`src/rtl/fnd_scan_controller.sv`:
```
// Multiplexed common-anode 7-segment scan driver with LZB, decimal points, blink and guard blanking.
// Optional macro FND_HEX_EN: decode 0xA..0xF as hex glyphs instead of blank.
module fnd_scan_controller #(
  parameter int DIGITS       = 4,
  parameter int SCAN_DIV     = 100000,
  parameter int GUARD        = 2,
  parameter int BLINK_FRAMES = 250
) (
  input  logic                  i_clk,
  input  logic                  i_reset,
  input  logic                  i_en,
  input  logic [4*DIGITS-1:0]   i_bcd,
  input  logic [DIGITS-1:0]     i_dp,
  input  logic                  i_lzb,
  input  logic [DIGITS-1:0]     i_blink_mask,
  output logic [DIGITS-1:0]     o_digit,
  output logic [7:0]            o_font,
  output logic                  o_frame_tick
);

  localparam int CNT_W  = (SCAN_DIV > 1) ? $clog2(SCAN_DIV) : 1;
  localparam int IDX_W  = (DIGITS > 1) ? $clog2(DIGITS) : 1;
  localparam int FCNT_W = (BLINK_FRAMES > 1) ? $clog2(BLINK_FRAMES) : 1;

  logic [CNT_W-1:0]  cnt_q, cnt_d;
  logic [IDX_W-1:0]  idx_q, idx_d;
  logic [FCNT_W-1:0] fcnt_q, fcnt_d;
  logic              bph_q, bph_d;
  logic [DIGITS-1:0] digit_q, digit_d;
  logic [7:0]        font_q, font_d;
  logic              tick_q, tick_d;

  logic              slot_end_s;
  logic              last_digit_s;
  logic              upper_zero_s;
  logic [DIGITS-1:0] lzb_blank_s;
  logic [DIGITS-1:0] digit_sel_s;
  logic [3:0]        cur_bcd_s;
  logic              cur_dp_s;
  logic              cur_blink_s;
  logic              cur_lzb_s;
  logic [7:0]        glyph_s;

  function automatic logic [7:0] decode(input logic [3:0] v);
    logic [7:0] f;
    case (v)
      4'h0:    f = 8'hC0;
      4'h1:    f = 8'hF9;
      4'h2:    f = 8'hA4;
      4'h3:    f = 8'hB0;
      4'h4:    f = 8'h99;
      4'h5:    f = 8'h92;
      4'h6:    f = 8'h82;
      4'h7:    f = 8'hF8;
      4'h8:    f = 8'h80;
      4'h9:    f = 8'h98;
`ifdef FND_HEX_EN
      4'hA:    f = 8'h88;
      4'hB:    f = 8'h83;
      4'hC:    f = 8'hC6;
      4'hD:    f = 8'hA1;
      4'hE:    f = 8'h86;
      4'hF:    f = 8'h8E;
`endif
      default: f = 8'hFF;
    endcase
    return f;
  endfunction

  always_comb begin
    cnt_d        = cnt_q;
    idx_d        = idx_q;
    fcnt_d       = fcnt_q;
    bph_d        = bph_q;
    digit_d      = {DIGITS{1'b1}};
    font_d       = 8'hFF;
    tick_d       = 1'b0;
    slot_end_s   = (cnt_q == CNT_W'(SCAN_DIV - 1));
    last_digit_s = (idx_q == IDX_W'(DIGITS - 1));
    upper_zero_s = 1'b1;
    lzb_blank_s  = '0;
    digit_sel_s  = '1;
    cur_bcd_s    = 4'h0;
    cur_dp_s     = 1'b0;
    cur_blink_s  = 1'b0;
    cur_lzb_s    = 1'b0;

    // Walk from the most significant digit down so each digit knows whether all above are zero.
    for (int k = DIGITS - 1; k >= 0; k--) begin
      upper_zero_s   = upper_zero_s & (i_bcd[4*k +: 4] == 4'h0);
      lzb_blank_s[k] = (k != 0) ? upper_zero_s : 1'b0;
    end

    for (int k = 0; k < DIGITS; k++) begin
      digit_sel_s[k] = (idx_q == IDX_W'(k)) ? 1'b0 : 1'b1;
      cur_bcd_s      = (idx_q == IDX_W'(k)) ? i_bcd[4*k +: 4]  : cur_bcd_s;
      cur_dp_s       = (idx_q == IDX_W'(k)) ? i_dp[k]          : cur_dp_s;
      cur_blink_s    = (idx_q == IDX_W'(k)) ? i_blink_mask[k]  : cur_blink_s;
      cur_lzb_s      = (idx_q == IDX_W'(k)) ? lzb_blank_s[k]   : cur_lzb_s;
    end

    glyph_s = decode(cur_bcd_s);
    if (i_lzb && cur_lzb_s) begin
      glyph_s[6:0] = 7'h7F;
    end else begin
      glyph_s[6:0] = glyph_s[6:0];
    end
    glyph_s[7] = ~cur_dp_s;
    if (cur_blink_s && !bph_q) begin
      glyph_s = 8'hFF;
    end else begin
      glyph_s = glyph_s;
    end

    if (i_en) begin
      font_d  = glyph_s;
      digit_d = (cnt_q < CNT_W'(GUARD)) ? {DIGITS{1'b1}} : digit_sel_s;
      if (slot_end_s) begin
        cnt_d = '0;
        idx_d = last_digit_s ? '0 : idx_q + IDX_W'(1);
        if (last_digit_s) begin
          tick_d = 1'b1;
          if (fcnt_q == FCNT_W'(BLINK_FRAMES - 1)) begin
            fcnt_d = '0;
            bph_d  = ~bph_q;
          end else begin
            fcnt_d = fcnt_q + FCNT_W'(1);
          end
        end else begin
          tick_d = 1'b0;
        end
      end else begin
        cnt_d = cnt_q + CNT_W'(1);
      end
    end else begin
      // Parking the prescaler at 0 makes the guard interval precede the held digit on resume.
      cnt_d = '0;
    end
  end

  always_ff @(posedge i_clk or posedge i_reset) begin
    if (i_reset) begin
      cnt_q   <= '0;
      idx_q   <= '0;
      fcnt_q  <= '0;
      bph_q   <= 1'b1;
      digit_q <= {DIGITS{1'b1}};
      font_q  <= 8'hFF;
      tick_q  <= 1'b0;
    end else begin
      cnt_q   <= cnt_d;
      idx_q   <= idx_d;
      fcnt_q  <= fcnt_d;
      bph_q   <= bph_d;
      digit_q <= digit_d;
      font_q  <= font_d;
      tick_q  <= tick_d;
    end
  end

  assign o_digit      = digit_q;
  assign o_font       = font_q;
  assign o_frame_tick = tick_q;

endmodule

```
`config.mk`:
```
export PLATFORM = sky130hd
export DESIGN_NAME = fnd_scan_controller
export DESIGN_NICKNAME = d
export VERILOG_FILES = /design/src/rtl/fnd_scan_controller.sv
export SDC_FILE = /design/constraint.sdc
export NUM_CORES = 1
export LEC_CHECK = 0
export CORE_MARGIN = 1.5
export CORE_UTILIZATION = 45
export CTS_CLUSTER_SIZE = 14
export DETAILED_ROUTE_END_ITERATION = 7
export PLACE_DENSITY = 0.79
export SLEW_MARGIN = 20
export SYNTH_ARGS = -nofsm -noshare
export SYNTH_HDL_FRONTEND = slang
export SYNTH_SLANG_ARGS = --single-unit
```
`constraint.sdc`:
```
create_clock -name i_clk -period 1.95 [get_ports i_clk]
set_input_delay 0.4875 -clock i_clk [delete_from_list [all_inputs] [get_ports i_clk]]
set_output_delay 0.4875 -clock i_clk [all_outputs]
set_load 0.02 [all_outputs]
```
-- After elaboration in Yosys (flattened, before gate mapping)
Memory sizes are Yosys's and may differ from the RTL's.
Cells that the tools add are included.
- register bits after elaboration: 41
- memory bits (read-only): 112
- bits of input ports: 28
- word-level logic and storage cells: 62
- memories kept: 1
- add/subtract/negate cells: 3
- magnitude comparators: 1
- equality and inequality tests: 5
- muxes and demuxes: 31
- bitwise logic cells: 4
- reduce and logical (&&, ||, !) cells: 10
- memory list (memory ; words ; width ; read ports ; clocked after Yosys merged registers in ; write ports ; RTL line ; RTL):
    (no name shown) ; 16 ; 7 ; 1 ; 0 ; 0 ; 46 ; case (v)
- operators by type and width (kind ; number):
    $mux 17 ; 2
    $mux 4 ; 6
    $mux 8 ; 3
    $mux 1 ; 18
    $add 17x1->17 const B ; 1
    $eq 17x17->1 const B ; 1
    $lt 17x2->1 const B ; 1
    $logic_not 4->1 ; 3
    $add 8x1->8 const B ; 1
    $eq 8x8->1 const B ; 1
    $mux 7 ; 1
    $eq 2x2->1 const B ; 2
    $reduce_and 4->1 ; 1
    $reduce_and 3->1 ; 1
    $add 2x1->2 const B ; 1
    $and 1x1->1 ; 2
    $eq 2x1->1 const B ; 1
    $logic_and 1x1->1 ; 2
    $logic_not 2->1 ; 1
    $mux 2 ; 1
    $not 1->1 ; 2
    $reduce_and 2->1 ; 1
    $logic_not 1->1 ; 1

-- Logic depth before layout (Yosys ltp)
Gate-level depths: netlist of run 1.
- word-level depth: 10
- mapped depth: 11
- gate-level depth less buffers: 10

-- Worst setup path before layout of run 1
No wires, ideal clock.
- path type: flip-flop to flip-flop
- from: register idx_q[0]
- to: register font_q[3] (netlist: o_font[3])
- library setup time: 0.061 ns
- arrival time: 1.945 ns
- required time: 1.889 ns
- path slack: -0.056 ns
- stages on the path, launching flop included: 11
- path buffers: 1
- path through: dfrtp_1 > inv_1 > ha_1 > clkbuf_1 > nand2b_1 > o211ai_1 > inv_1 > ha_1 > mux2i_1 > o22ai_1 > nand2_1
- cells in the longest elaborated chain, start to end: 9
- RTL lines (item ; RTL line ; RTL):
    start, declared ; 26 ; logic [IDX_W-1:0] idx_q, idx_d;
    start signal, assigned ; 152 ; idx_q <= idx_d;
    $logic_not 2->1 ; n/a ;
    $mux 4 (4 in series) ; 96 ; cur_bcd_s = (idx_q == IDX_W'(k)) ? i_bcd[4*k +: 4] : cur_bcd_s;
    $mem_v2 16x7 ; n/a ;
    $mux 7 ; 103 ; if (i_lzb && cur_lzb_s) begin
    $mux 8 * ; 109 ; if (cur_blink_s && !bph_q) begin
    $mux 8 * ; 115 ; if (i_en) begin
    via font_d[3] ; 30 ; logic [7:0] font_q, font_d;
    end signal, assigned ; 156 ; font_q <= font_d;
    end, declared ; 30 ;
Mark *: on every way through the listed nets, which the timed path passes. The rest lies on a longest branch.
A chain may end at the register's enable or synchronous reset.

-- Final worst setup path of run 1
- from: register cnt_q[1]
- to: register fcnt_q[6]
- cells in the longest elaborated chain, start to end: 2
- RTL lines (item ; RTL line ; RTL):
    start, declared ; 25 ; logic [CNT_W-1:0] cnt_q, cnt_d;
    start signal, assigned ; 151 ; cnt_q <= cnt_d;
    $eq 17x17->1 ; 78 ; slot_end_s = (cnt_q == CNT_W'(SCAN_DIV - 1));
    $reduce_and 3->1 (no source line) ; n/a ;
    end signal, assigned ; 153 ; fcnt_q <= fcnt_d;
    end, declared ; 27 ; logic [FCNT_W-1:0] fcnt_q, fcnt_d;
No other way between the ends.

==> results of run 1 <==
-- kinds of logic (layout without fill, tap and decap cells) --
kind of cell,Yosys count,in the layout
xor+xnor,14,14
compound gates,49,49
mux,2,2
simple gates,111,111
flops,41,41
fa+ha+maj,8,8
buf+inv,16,95
-- power groups by stage --
stage,clock (mW),combinational [mW],sequential [mW]
after floorplan,0,0.138,0.939
after global placement,0,0.324,0.913
after detailed placement,0,0.331,0.914
after CTS,0.554,0.335,0.898
after global routing,0.581,0.409,0.904
final,0.536,0.372,0.902
-- cell type report --
type                            instances  area, um2  area share
Clock buffer                            6       72.6      0.0228
Clock inverter                          2       10.0     0.00315
Inverter                               10       40.0      0.0126
Multi-Input combinational cell        184       1240       0.389
Sequential cell                        41       1040       0.328
Tap cell                               67       83.8      0.0264
Timing Repair Buffer                   77        691       0.217
-- cell usage in the layout (no fill, tap or decap), types with 2 or more instances in the layout --
cell | Yosys | layout
a21oi_1 | 12 | 11
clkdlybuf4s50_1 | 0 | 40
buf_4 | 1 | 36
and4_1 | 2 | 2
o31ai_1 | 3 | 2
o21ai_0 | 17 | 16
inv_1 | 10 | 8
nand2_2 | 0 | 3
nor3_1 | 5 | 5
clkinv_2 | 0 | 2
nand4_1 | 3 | 3
nand3_1 | 10 | 10
clkbuf_8 | 0 | 5
xnor2_1 | 5 | 5
and3_1 | 2 | 2
nand3b_1 | 3 | 3
ha_1 | 8 | 2
xor2_1 | 9 | 9
ha_4 | 0 | 6
nor4_1 | 5 | 5
a21o_1 | 2 | 2
o211ai_1 | 6 | 6
dfstp_2 | 13 | 13
nand2b_1 | 4 | 3
or3_1 | 3 | 3
nand2_1 | 34 | 31
nor2_1 | 28 | 27
a31oi_1 | 3 | 2
o22ai_1 | 3 | 2
dfrtp_1 | 28 | 27
-- through the flow --
stage / setup TNS, ns / cell area [um2] / setup WS, ns
finish: 0 / 3180 / 0.0118
global route: -0.120 / 3180 / -0.0792
CTS: 0 / 3020 / 0.00197
detailed placement: -1.73 / 2920 / -0.201
global placement: -1.22 / 2920 / -0.147
floorplan: 0 / 2230 / 0.0194
-- flip-flops by register name, summed over array words and instances (netlist names) --
name / flops
o_digit: 4
o_frame_tick: 1
o_font: 8
bph_q: 1
idx_q: 2
fcnt_q: 8
cnt_q: 17
-- worst max-delay path: cells and delay by family, from the launching register on --
| family | cells | cell delay [ns] |
|---|---|---|
| flip-flops | 1 | 0.40 |
| AND/OR/NAND/NOR | 5 | 1.08 |
| adder cells (fa/ha/maj) | 1 | 0.16 |
| AO/OA/AOI/OAI | 1 | 0.18 |
-- layer usage --
metal  up-vias  track usage
met4         0       0.0901
met5         -            0
li1       1006            -
met3        15       0.0439
met1       998        0.249
met2        53        0.359
-- repair_timing --
| action | 4_1_cts | 5_1_grt |
|---|---|---|
| gates resized for setup | 3 | 26 |
| buffers inserted | 0 | 7 |
| pin swaps | 3 | 11 |
| endpoints found under the setup margin | 4 | 15 |
-- worst paths after layout --
| kind | depth (start not counted) | startpoint | to |
|---|---|---|---|
| worst max-delay path | 7 | cnt_q[1] | fcnt_q[6] |
| worst min-delay path | 1 | bph_q | bph_q |
| worst max register to register | 7 | cnt_q[1] | fcnt_q[6] |
| worst min register to register | 1 | bph_q | bph_q |
| max in group asynchronous | 3 | i_reset | bph_q |
| min in group asynchronous | 3 | i_reset | cnt_q[9] |
==> results.yml, run 1 <==
run_status:
  outcome: "complete, no violations"
clocking:
  htreeDepth: 2
  cts.sinks: 41
  cts-root-buf: "clkbuf_8"
  cts_made_buffers: 5
  cts_tree: "built"
  cts_max_path_buffers: 2
  clock_latency_ns: 0.29
  clk_pin_slew_ns: 0.08
  cts_hold_buf: 0
logic_synthesis:
  synth_seq_cells: 41
  syn-cell-area_um2: 2220
  ys_top_cells_by_count: "nand2_1 (34), dfrtp_1 (28), nor2_1 (28)"
  ys_seq_area_frac: 0.469
  synth_compound_area_frac: 0.132
  yosysTopAreaCellShare: 0.315
  synth_flop_cell: "dfrtp_1"
  synthMuxAreaShare: 0.00958
  yosys.area_share.adder: 0.0451
  syn_nets: 277
  synthCells: 241
  yosysMostFrequentCell: "nand2_1"
  avgSynthCellArea_um2: 9.22
  ys_async_sr_fraction: 1.00
  synth-warning-count: 0
  synth-edff-count: 0
  synth_cell_types: 44
  synth-xor-area-share: 0.0552
  yosysTopAreaCell: "dfrtp_1"
  synthTopCellsByArea: "dfrtp_1 (32%), dfstp_2 (15%), nand2_1 (5.7%), nor2_1 (4.7%), ha_1 (4.5%)"
  synth_top_family_by_area: "simple AND/OR/NAND/NOR gates"
  synth-simple-area-share: 0.260
routing:
  wl_met3_um: 201
  wl_met2_mm: 2.91
  wl_per_cell_um: 14.1
  finalWirelength_mm: 5.47
  drt-initial-drc-count: 112
  num_vias: 2072
  firstDrtPassIters: 4
  wl_met1_mm: 2.24
  drc: 0
  ant_nets: 0
  viasPerCell: 5.35
  highest_layer: "met4"
power_and_ir_drop:
  swShare: 0.267
  clkPwrFrac: 0.296
  p_leak_nw: 1.35
  power_frac_comb: 0.206
  p_total_mw: 1.81
  ir_drop_uv: 337
  power_frac_seq: 0.498
  internal_power_mw: 1.33
  powerDensity_nw_per_um2: 570
  switchingPower_uw: 484
worst_setup_path:
  crit_arrival_ns: 2.13
  r2r_slack_ns: 0.01
  criticalPathCategory: "reg2reg"
  crit_chain: "ha_4, and4_4, nand2_4, nor4_4, nand3_2, or3b_1, a21o_1"
  critPathMaxStageDelay_ns: 0.40
  startpoint_type: "register"
  path_max_fanout: 3
  crit_slowest_cell: "dfrtp_1"
  cp_data_required_time_ns: 2.14
  endpoint_kind: "register"
run:
  cap_violations: 0
sta:
  fmax_mhz: 516
  finalClockSkew_ns: 0.00293
  whs_ns: 0.490
  drv_slew: 0
  tightest_slew_ns: 0.380
  relSlewSlack: 0.746
  setup_violations: 0
  rsz0062_at_grt: "true"
  hold_viol: 0
  post-route-period-util: 0.994
  fin_crit_ns: 1.94
grt:
  grt_pass1_vias: 1967
  grt_max_degree: 42
  grt_pass1_wl_mm: 8.55
  grt_overflow_total: 0
  track_usage: 0.208
  antenna_found_initial: 0
floorplan:
  die_h_um: 73.3
  dieArea_um2: 5370
  rows: 25
  die_x_um: 73.3
  ios: 41
  core_um2: 4720
  start_util: 0.470
final_layout:
  layout-drive-gt1-share: 0.272
  n_fill_cell: 356
  antenna_cells: 0
  nNetsFinal: 355
  postLayoutCoreUtil: 0.673
  stdcell_count: 387
  area_growth_pct: 43.0
placement:
  place_inst: 372
  place.gp.congestion: 0.894
  dp_hpwl_mm: 3.95
  port_buffers: 40
worst_hold_path:
  hp-class: "reg2reg"
(Power assumes the default switching activity.)
==> run 2, diff against run 1 <==
--- a/config.mk
+++ b/config.mk
@@ -10,6 +10,7 @@
 export CTS_CLUSTER_SIZE = 14
 export DETAILED_ROUTE_END_ITERATION = 7
 export PLACE_DENSITY = 0.79
+export SKIP_CTS_REPAIR_TIMING = 1
 export SLEW_MARGIN = 20
 export SYNTH_ARGS = -nofsm -noshare
 export SYNTH_HDL_FRONTEND = slang
==> run 2 against run 1 <==
Setup slack better by 0.0048 ns. Final cell count grew 0.26%. Sequential share of layout area increased by 0.13 points.
==> results.yml, run 2 (same netlist as run 1, synthesis figures left out) <==
run_status:
  outcome: "complete, no violations"
routing:
  firstDrtPassIters: 4
  viasPerCell: 5.28
  wl_per_cell_um: 13.7
  num_vias: 2049
  drc: 0
  finalWirelength_mm: 5.33
  ant_nets: 0
  drt-initial-drc-count: 114
worst_setup_path:
  crit_path_end: "fcnt_q[6]"
  timing.rr.start: "cnt_q[1]"
  r2r_end: "fcnt_q[6]"
  crit_arrival_ns: 2.12
  criticalPathCategory: "reg2reg"
  endpoint_kind: "register"
  cp-startpoint: "cnt_q[1]"
  r2r_slack_ns: 0.02
  path_max_fanout: 3
  r2r_cells: 7
  cp_data_required_time_ns: 2.14
  startpoint_type: "register"
worst_hold_path:
  hp-class: "reg2reg"
  hold_depth: 1
placement:
  pre_cts_ws_ns: -0.201
  port_buffers: 40
  dp_hpwl_mm: 3.95
  place.gp.congestion: 0.894
  place_inst: 372
power_and_ir_drop:
  switchingPower_uw: 481
  powerDensity_nw_per_um2: 572
  clkPwrFrac: 0.298
  ir_drop_uv: 334
  power_frac_comb: 0.203
  p_leak_nw: 1.35
  power_frac_seq: 0.498
  p_total_mw: 1.81
  internal_power_mw: 1.33
  swShare: 0.266
final_layout:
  layout-drive-gt1-share: 0.262
  nNetsFinal: 356
  final_cell_mix: "clkdlybuf4s50_1 (40), buf_4 (37), nand2_1 (31), dfrtp_1 (28), nor2_1 (27)"
  antenna_cells: 0
  top_register: "cnt_q"
  area_growth_pct: 42.3
  final_common_cell: "clkdlybuf4s50_1"
  largest_register_ffs: 17
  stdcell_count: 388
grt:
  antenna_found_initial: 0
  grt_max_degree: 42
  grt_overflow_total: 0
  track_usage: 0.207
  grt_pass1_wl_mm: 8.50
  grt_pass1_vias: 1970
clocking:
  cts.sinks: 41
  cts_tree: "built"
  clock_latency_ns: 0.29
  cts-root-buf: "clkbuf_8"
  cts_max_path_buffers: 2
  clk_pin_slew_ns: 0.08
  cts_made_buffers: 5
  htreeDepth: 2
sta:
  fmax_mhz: 517
  drv_slew: 0
  setup_ws_ns: 0.0167
  finalClockSkew_ns: 0.00387
  relSlewSlack: 0.799
  rsz0062_at_grt: "true"
  tightest_slew_ns: 0.301
  post-route-period-util: 0.991
  whs_ns: 0.490
  fin_crit_ns: 1.93
  hold_viol: 0
  setup_violations: 0
floorplan:
  core_um2: 4720
  dieArea_um2: 5370
  ios: 41
  die_h_um: 73.3
  die_x_um: 73.3
  start_util: 0.470
  rows: 25
run:
  cap_violations: 0
==> run 2: cell count changes in the layout (fill, tap and decap cells not counted) <==
cell / delta
a21oi_1: +1
a21oi_2: -1
buf_4: +1
dfrtp_1: +1
dfrtp_2: -1
ha_2: +1
ha_4: -1
inv_1: +1
inv_4: -1
o22ai_1: +1
o22ai_2: -1
==> run 2: how the worst min path moves through the flow <==
stage,slack (ns),from,to
floorplan,0.44,fcnt_q[7],fcnt_q[7]
global placement,0.47,fcnt_q[7],fcnt_q[7]
detailed placement,0.47,fcnt_q[7],fcnt_q[7]
CTS,0.48,fcnt_q[7],fcnt_q[7]
global route,0.51,bph_q,bph_q
finish,0.49,bph_q,bph_q
==> run 2: metal layers <==
layer,up-vias,GRT usage,routed length [um]
li1,1001,-,-
met1,983,0.251,2190
met2,52,0.348,2820
met3,13,0.0535,223
met4,0,0.0839,102
met5,-,0,0
==> run 2: stage by stage <==
step                      utilization  cell area (um2)  TNS [ns]
final                           0.669             3160         0
after CTS                       0.637             3010   -0.0784
after detailed placement        0.619             2920     -1.73
after global placement          0.619             2920     -1.22
after floorplan                     -             2230         0
after global routing            0.669             3160    -0.317
==> run 2: power groups by stage <==
stage,registers [mW],clock network (mW),logic (mW)
floorplan,0.939,0,0.138
global placement,0.913,0,0.324
detailed placement,0.914,0,0.331
CTS,0.898,0.554,0.332
global route,0.903,0.584,0.404
finish,0.900,0.539,0.367
==> run 2: worst max-delay path: stages (launching register included) <==
cell and delay, ns:
dfrtp_1 0.40, ha_4 0.16, and4_4 0.25, nand2_4 0.06
nor4_4 0.29, nand3_2 0.12, or3b_1 0.36, a21o_1 0.18
==> run 2: cell type report <==
class | instances | area (um2)
Inverter | 10 | 37.5
Sequential cell | 41 | 1040
Tap cell | 67 | 83.8
Multi-Input combinational cell | 184 | 1220
Fill cell | 361 | 1560
Clock inverter | 2 | 10.0
Clock buffer | 6 | 72.6
Timing Repair Buffer | 78 | 698
==> run 3, diff against run 2 <==
--- a/config.mk
+++ b/config.mk
@@ -9,6 +9,7 @@
 export CORE_UTILIZATION = 45
 export CTS_CLUSTER_SIZE = 14
 export DETAILED_ROUTE_END_ITERATION = 7
+export GPL_TIMING_DRIVEN = 0
 export PLACE_DENSITY = 0.79
 export SKIP_CTS_REPAIR_TIMING = 1
 export SLEW_MARGIN = 20
==> run 3 against run 2 <==
The run now ends with negative setup slack left. Setup slack lost 0.14 ns. Non-clock buffer count shrank 14. Clock power grew 31%. Total power grew 8.7%. Routed wire length grew 6.0%. First-iteration DRC count shrank 11%. Fmax shrank 6.6%. Critical endpoint is now o_font[3]. Largest cell class unchanged.
==> results.yml, run 3 (same netlist as run 1, synthesis figures left out) <==
grt:
  grt_pass1_wl_mm: 8.15
  grt_overflow_total: 0
  grt_pass1_vias: 1840
  track_usage: 0.195
  grt_max_degree: 31
  met1_usage: 0.253
  grtUsageMet2: 0.317
  grt_util_met3: 0.0343
  antenna_found_initial: 0
  top_usage_layer: "met2"
worst_setup_path:
  criticalPathCategory: "reg2reg"
  crit_chain: "buf_4, ha_4, buf_6, nand2_1, o211ai_1, o211ai_1, inv_1, ha_4, mux2i_1, o22ai_1, nand2_1"
  crit_arrival_ns: 2.28
  endpoint_kind: "register"
  crit_slowest_cell: "dfrtp_1"
  r2r_slack_ns: -0.12
  critPathMaxStageDelay_ns: 0.42
  cp_data_required_time_ns: 2.16
  startpoint_type: "register"
  path_max_fanout: 9
clocking:
  htreeDepth: 2
  clk_pin_slew_ns: 0.08
  cts-root-buf: "clkbuf_8"
  cts.sinks: 41
  cts_max_path_buffers: 2
  clock_latency_ns: 0.29
  cts_tree: "built"
  cts_made_buffers: 5
floorplan:
  die_x_um: 73.3
  dieArea_um2: 5370
  ios: 41
  rows: 25
  core_um2: 4720
  start_util: 0.470
  die_h_um: 73.3
run_status:
  violations: "negative setup slack"
  outcome: "finished, violations left"
final_layout:
  layout-drive-gt1-share: 0.241
  nNetsFinal: 342
  top_register: "cnt_q"
  final_cell_mix: "clkdlybuf4s50_1 (40), nand2_1 (32), nor2_1 (27), dfrtp_1 (27), buf_4 (18)"
  stdcell_count: 374
  postLayoutCoreUtil: 0.662
  final_common_cell: "clkdlybuf4s50_1"
  antenna_cells: 0
  area_growth_pct: 40.8
  largest_register_ffs: 17
routing:
  firstDrtPassIters: 4
  drc: 0
  num_vias: 2045
  drt-initial-drc-count: 102
  wl_per_cell_um: 15.1
  ant_nets: 0
  viasPerCell: 5.47
  finalWirelength_mm: 5.65
sta:
  fin_crit_ns: 2.07
  setup_ws_ns: -0.120
  rsz0062_at_grt: "true"
  hold_viol: 0
  relSlewSlack: 0.714
  finalClockSkew_ns: 0.00621
  setup_violations: 6
  drv_slew: 0
  tightest_slew_ns: 0.427
  fmax_mhz: 483
  post-route-period-util: 1.06
  setup-tns-final_ns: -0.362
power_and_ir_drop:
  internal_power_mw: 1.48
  powerDensity_nw_per_um2: 628
  power_frac_comb: 0.182
  p_leak_nw: 1.30
  power_frac_seq: 0.458
  clkPwrFrac: 0.360
  ir_drop_uv: 344
  switchingPower_uw: 481
  swShare: 0.245
run:
  cap_violations: 0
worst_hold_path:
  hp-class: "reg2reg"
placement:
  place.gp.congestion: 0.858
  place_inst: 349
  port_buffers: 40
  dp_hpwl_mm: 3.63
run 3: path summary, 6_finish.rpt:
path	from	endpoint	cells after the start
worst max-delay path	idx_q[0]	o_font[3]	11
worst min-delay path	fcnt_q[7]	fcnt_q[7]	1
worst max register to register	idx_q[0]	o_font[3]	11
worst min register to register	fcnt_q[7]	fcnt_q[7]	1
max in group asynchronous	i_reset	bph_q	3
min in group asynchronous	i_reset	o_font[3]	2
run 3: area by class of cell:
cell class                 count  area, um2
buffer                         4       35.0
clock buffer                   7       86.3
clock inverter                 1       30.0
fill                         361       1600
inverter                      10       37.5
multi-input combinational    184       1230
sequential                    41       1040
tap                           67       83.8
timing repair buffer          60        579
run 3: power groups by stage:
stage | Combinational [mW] | Sequential, mW | Clock [mW]
after floorplan | 0.138 | 0.939 | 0
after global placement | 0.284 | 0.915 | 0
after detailed placement | 0.294 | 0.916 | 0
after CTS | 0.296 | 0.900 | 0.729
after global routing | 0.389 | 0.903 | 0.765
final | 0.357 | 0.900 | 0.707
run 3: metrics by stage:
stage | worst slack [ns] | area (um2) | hold WS, ns | total power [mW]
detailed placement | -0.475 | 2740 | 0.474 | 1.21
global placement | -0.394 | 2720 | 0.472 | 1.20
finish | -0.120 | 3130 | 0.486 | 1.96
CTS | -0.277 | 2850 | 0.485 | 1.92
global route | -0.231 | 3130 | 0.503 | 2.06
floorplan | 0.0194 | 2230 | 0.445 | 1.08
run 3: critical path, delay by kind of cell (launching register included):
family / cells / cell delay [ns]
multiplexers: 1 / 0.06
AO/OA/AOI/OAI: 3 / 0.41
adder cells (fa/ha/maj): 2 / 0.48
flip-flops: 1 / 0.42
AND/OR/NAND/NOR: 2 / 0.17
buffers and inverters: 3 / 0.47
run 3: per-layer routing:
| layer | vias to the layer above | routed length [um] |
|---|---|---|
| met3 | 24 | 196 |
| li1 | 986 | - |
| met5 | - | 0 |
| met2 | 55 | 2850 |
| met4 | 0 | 228 |
| met1 | 980 | 2370 |
